==> config.mk <==
export PLATFORM = sky130hd
export DESIGN_NAME = seven_seg_scan_controller_flat
export DESIGN_NICKNAME = d
export VERILOG_FILES = /design/src/rtl/seven_seg_scan_controller_if.sv /design/src/rtl/seven_seg_scan_controller.sv /design/src/flat_wrapper.sv
export SDC_FILE = /design/constraint.sdc
export NUM_CORES = 1
export LEC_CHECK = 0
export CAP_MARGIN = 5
export CORE_MARGIN = 2
export CORE_UTILIZATION = 42
export DETAILED_ROUTE_END_ITERATION = 16
export HOLD_SLACK_MARGIN = 0.05
export SLEW_MARGIN = 20
export SYNTH_ARGS = -nofsm -noshare
export SYNTH_HDL_FRONTEND = slang
export SYNTH_SLANG_ARGS = --single-unit
==> constraint.sdc <==
create_clock -name CLK -period 3.1 [get_ports CLK]
set_input_delay 0.31 -clock CLK [delete_from_list [all_inputs] [get_ports CLK]]
set_output_delay 0.31 -clock CLK [all_outputs]
set_load 0.02 [all_outputs]
==> src/rtl/seven_seg_scan_controller_if.sv <==
// Image-load handshake between upstream logic and the scan controller.
// The master presents an image; the slave accepts it with LOAD_READY.
interface seven_seg_scan_controller_if;
  logic        LOAD_VALID;
  logic        LOAD_READY;
  logic [15:0] DIGITS_IN;
  logic [3:0]  DOTS_IN;

  modport master (
    output LOAD_VALID,
    output DIGITS_IN,
    output DOTS_IN,
    input  LOAD_READY
  );

  modport slave (
    input  LOAD_VALID,
    input  DIGITS_IN,
    input  DOTS_IN,
    output LOAD_READY
  );
endinterface

==> src/rtl/seven_seg_scan_controller.sv <==
// Four-digit 7-segment scan sequencer with a double-buffered image.
// A pending image is committed to the active one only at frame end.
module seven_seg_scan_controller #(
  parameter int unsigned REFRESH_DIV = 100000
) (
  input  logic                         CLK,
  input  logic                         RESET,
  seven_seg_scan_controller_if.slave   load,
  output logic [1:0]                   SEG_SELECT_OUT,
  output logic [3:0]                   BIN_OUT,
  output logic                         DOT_OUT,
  output logic                         FRAME_DONE
);

  localparam int unsigned CW =
    (REFRESH_DIV > 1) ? $clog2(REFRESH_DIV) : 1;
  localparam logic [CW-1:0] CNT_MAX = CW'(REFRESH_DIV - 1);

  typedef enum logic {
    EMPTY = 1'b0,
    FULL  = 1'b1
  } buf_state_e;

  logic [CW-1:0] cnt_q, cnt_d;
  logic [1:0]    idx_q, idx_d;
  logic [15:0]   act_dig_q, act_dig_d;
  logic [3:0]    act_dot_q, act_dot_d;
  logic [15:0]   pnd_dig_q, pnd_dig_d;
  logic [3:0]    pnd_dot_q, pnd_dot_d;
  buf_state_e    state_q, state_d;

  logic tc;
  logic frame_end;
  logic ready;

  always_comb begin
    tc        = (cnt_q == CNT_MAX);
    frame_end = tc & (idx_q == 2'd3);
    cnt_d     = tc ? '0 : cnt_q + CW'(1);
    idx_d     = tc ? idx_q + 2'd1 : idx_q;
  end

  // Capture in EMPTY even on frame end: the new image waits a frame.
  always_comb begin
    state_d   = state_q;
    ready     = 1'b0;
    act_dig_d = act_dig_q;
    act_dot_d = act_dot_q;
    pnd_dig_d = pnd_dig_q;
    pnd_dot_d = pnd_dot_q;
    unique case (state_q)
      EMPTY: begin
        ready = 1'b1;
        if (load.LOAD_VALID) begin
          pnd_dig_d = load.DIGITS_IN;
          pnd_dot_d = load.DOTS_IN;
          state_d   = FULL;
        end
      end
      FULL: begin
        if (frame_end) begin
          act_dig_d = pnd_dig_q;
          act_dot_d = pnd_dot_q;
          state_d   = EMPTY;
        end
      end
      default: state_d = EMPTY;
    endcase
  end

  always_ff @(posedge CLK or posedge RESET) begin
    if (RESET) begin
      cnt_q     <= '0;
      idx_q     <= 2'd0;
      act_dig_q <= 16'h0000;
      act_dot_q <= 4'h0;
      pnd_dig_q <= 16'h0000;
      pnd_dot_q <= 4'h0;
      state_q   <= EMPTY;
    end else begin
      cnt_q     <= cnt_d;
      idx_q     <= idx_d;
      act_dig_q <= act_dig_d;
      act_dot_q <= act_dot_d;
      pnd_dig_q <= pnd_dig_d;
      pnd_dot_q <= pnd_dot_d;
      state_q   <= state_d;
    end
  end

  always_comb begin
    BIN_OUT = act_dig_q[3:0];
    DOT_OUT = act_dot_q[0];
    unique case (idx_q)
      2'd0: begin
        BIN_OUT = act_dig_q[3:0];
        DOT_OUT = act_dot_q[0];
      end
      2'd1: begin
        BIN_OUT = act_dig_q[7:4];
        DOT_OUT = act_dot_q[1];
      end
      2'd2: begin
        BIN_OUT = act_dig_q[11:8];
        DOT_OUT = act_dot_q[2];
      end
      2'd3: begin
        BIN_OUT = act_dig_q[15:12];
        DOT_OUT = act_dot_q[3];
      end
      default: begin
        BIN_OUT = act_dig_q[3:0];
        DOT_OUT = act_dot_q[0];
      end
    endcase
  end

  assign SEG_SELECT_OUT  = idx_q;
  assign FRAME_DONE      = frame_end;
  assign load.LOAD_READY = ready;

endmodule
==> src/flat_wrapper.sv <==
// flat-port wrapper written by rule: the top's interface ports become plain ports
module seven_seg_scan_controller_flat 
#(
  parameter int unsigned REFRESH_DIV = 100000
)
  (CLK, RESET, SEG_SELECT_OUT, BIN_OUT, DOT_OUT, FRAME_DONE, load_LOAD_VALID, load_DIGITS_IN, load_DOTS_IN, load_LOAD_READY);
  seven_seg_scan_controller_if load_i ();
  input  logic CLK;
  input  logic RESET;
  output logic [1:0] SEG_SELECT_OUT;
  output logic [3:0] BIN_OUT;
  output logic DOT_OUT;
  output logic FRAME_DONE;
  input wire logic [$bits(load_i.LOAD_VALID)-1:0] load_LOAD_VALID;
  input wire logic [$bits(load_i.DIGITS_IN)-1:0] load_DIGITS_IN;
  input wire logic [$bits(load_i.DOTS_IN)-1:0] load_DOTS_IN;
  output wire logic [$bits(load_i.LOAD_READY)-1:0] load_LOAD_READY;
  assign load_i.LOAD_VALID = load_LOAD_VALID;
  assign load_i.DIGITS_IN = load_DIGITS_IN;
  assign load_i.DOTS_IN = load_DOTS_IN;
  assign load_LOAD_READY = load_i.LOAD_READY;
  seven_seg_scan_controller #(.REFRESH_DIV(REFRESH_DIV)) u_core (.CLK(CLK), .RESET(RESET), .load(load_i), .SEG_SELECT_OUT(SEG_SELECT_OUT), .BIN_OUT(BIN_OUT), .DOT_OUT(DOT_OUT), .FRAME_DONE(FRAME_DONE));
endmodule
==> metrics <==
status=finished clean; synth top area cells=dfrtp_1, mux2_4, mux2_2; P per Cell Area=482 nW/um^2; Fmax=399 MHz; Max-slew headroom=0.559; FF-to-FF Start=u_core.cnt_q[0]; worst reg2reg path depth=6; RR Endpoint=u_core.act_dot_q[2]; top cell type's share of synthesized area=0.564; post-DP HPWL=3250 um; vias per std cell=5.07; Critical-path top delay cell=clkdlybuf4s50_1; Synth Area in Adders=0.0235; crit-path cells=ha_1, and3_1, nand2_1, nor2_1, and2_1, clkdlybuf4s50_1; Layout area overhead=22.7%; CORE AREA=6240 sq um; Crit. End Element=output pin; setup TNS=0 ns; Crit path depth=6; Cell variety after synth=31; Hold Crit Class=primary input to asynchronous set/reset pin; All-Layer GR Usage=0.153; n_diodes=0; Sink Count=60; initial antenna violation count=0; Worst-Margin Slew=0.660 ns; sequential fraction of the synthesis area=0.564; RSZ-0062 raised after global routing=no; most common cell after layout, fill and taps aside=dfrtp_1; Finished Cell Area=3270 sq um; vias in the first global route=1675; Synth Area in Compound Gates=0.0235; Inserted Clock Buffers=9; YS warnings=0; CTS tree=yes; hold slack=0.381 ns; DR pass1 iterations=5; drt drc=0; DIE HEIGHT=83.6 um; worst skew pair latency=0.34 ns; WP data arrival=2.19 ns; clk root buf=clkbuf_8; Crit Path Max Fanout=4; Final Max Tran Viols=0; Crit Path Class=register to output pin; total global routing overflow=0; final WL=4760 um; first-pass GRT wire length=8260 um; layout cells sized above 1=0.273; CP Data Required Time=2.79 ns; largest net degree at the start of global routing=32; crit-path leading delay family=simple AND/OR/NAND/NOR gates; Syn Area/Cell=13.8 sq um; PostCTS Resize Cnt=0; filler instances=565; VDD IR max=0.281 mV; leading cell types in the layout, fill and taps excluded=dfrtp_1, clkdlybuf4s50_1, mux2_2, mux2_4, nor2_1; Final Skew=0.00484 ns; H-tree levels=3; R2R setup slack=1.07 ns; Synth Register Bits=60; I/O pin total=32; hold_buf cts=0; Final ANT Viol Nets=0; Vias=1598; mux contribution to synthesized area=0.219; Final GP Congestion=0.797; row cnt=29; Leakage=1.48 nW; # setup viols final=0; crit share post-route=0.808; CP Launch Point=u_core.cnt_q[0]; post-synthesis xor/xnor area fraction=0.0493; maxcap violations=0; max incr delay on CP=0.60 ns; Die X=83.6 um; IO Port Bufs=31; Starting Density=0.427; Synth Net Count=221; Period minus WS final=2.50 ns; Post-Synthesis Cells=193; final hold vios=0; Clock Path Buffers=2; Yosys top cell by area=dfrtp_1; Die Footprint=6990 sq um; largest family of logic cells by synthesized area=multiplexers; crit path to=FRAME_DONE; Placed Area=3080 sq um; Iter 0 DRT Violations=75; Worst setup SP type=register; WL/cell=15.1 um; Cell Area, Synth=2660 sq um; Power, Total=1.57 mW; Post-Synth Simple-Gate Area=0.0907; setup bufs post-CTS=0; number of nets in the layout=261; WP buf/inv=1; Reg clk slew, reported paths=0.07 ns
-- flip-flops by register name, indices dropped and copies added, names as in the netlist --
signal,flops
u_core.cnt_q,17
u_core.act_dig_q,16
u_core.pnd_dig_q,16
u_core.act_dot_q,4
u_core.pnd_dot_q,4
u_core.SEG_SELECT_OUT,2
u_core.state_q,1
-- area by class of cell --
class / instances / area, sq um / share of cell area
clock buffer: 11 / 131 / 0.0402
clock inverter: 5 / 52.6 / 0.0161
inverter: 11 / 41.3 / 0.0126
multi-input combinational: 116 / 1090 / 0.334
sequential: 60 / 1500 / 0.460
tap: 77 / 96.3 / 0.0295
timing repair buffer: 35 / 353 / 0.108
-- stage by stage --
step                      setup WS, ns  std cells   util
after floorplan                   1.31        193      -
after global placement           0.980        299  0.494
after detailed placement         0.940        299  0.494
after CTS                        0.561        315  0.523
after global routing             0.393        315  0.523
final                            0.596        315  0.523
-- how the worst min path moves through the flow --
stage                         start                  end  slack, ns  cells past startpoint
CTS                           RESET  u_core.pnd_dig_q[2]       0.39                      2
global placement    u_core.cnt_q[0]      u_core.cnt_q[0]       0.46                      1
global route                  RESET  u_core.pnd_dig_q[2]       0.43                      2
detailed placement  u_core.cnt_q[0]      u_core.cnt_q[0]       0.47                      1
floorplan           load_LOAD_VALID       u_core.state_q       0.43                      2
finish                        RESET  u_core.pnd_dig_q[2]       0.38                      2
-- metal layers --
metal  share of wire  vias to the layer above  GRT usage
met4           0.013                        0     0.0616
met5               0                        -          0
li1                -                      760          -
met2            0.47                       27      0.230
met3           0.044                        8     0.0564
met1            0.47                      803      0.202
-- cells in the mapped netlist --
master and instances:
clkbuf_1 2, mux2i_1 5, o31ai_1 1, and2_1 1
and4bb_2 1, and4_1 1, xor2_1 8, nor4_1 2
nor2b_1 2, buf_1 1, and4_2 1, nand2_1 6
ha_1 5, dfrtp_1 60, buf_6 2, nand3_1 5
nor4b_1 1, nor2_1 12, xnor2_1 7, nand4_1 5
buf_2 1, or4_1 1, mux2_4 19, nor3b_2 1
nor3_2 1, inv_1 11, a21oi_1 1, nor3_1 2
a222oi_1 5, mux2_2 22, and3_1 1
-- cell families (layout without fill, tap and decap cells) --
family                     Yosys count  after routing
DFF                                 60             60
adders and majority gates            5              5
buffers and inverters               17             62
xor gates and xnor gates            15             15
muxes                               46             46
AOI/OAI and AO/OA                    7              7
and+or+nand+nor                     43             43
-- power breakdown --
group / switching (mW) / total [mW] / internal, mW
clock: 0.304 / 0.671 / 0.367
sequential: 0.0152 / 0.828 / 0.813
combinational: 0.0247 / 0.0739 / 0.0492
total: 0.344 / 1.57 / 1.23
Power figures use the tool's default switching activity.
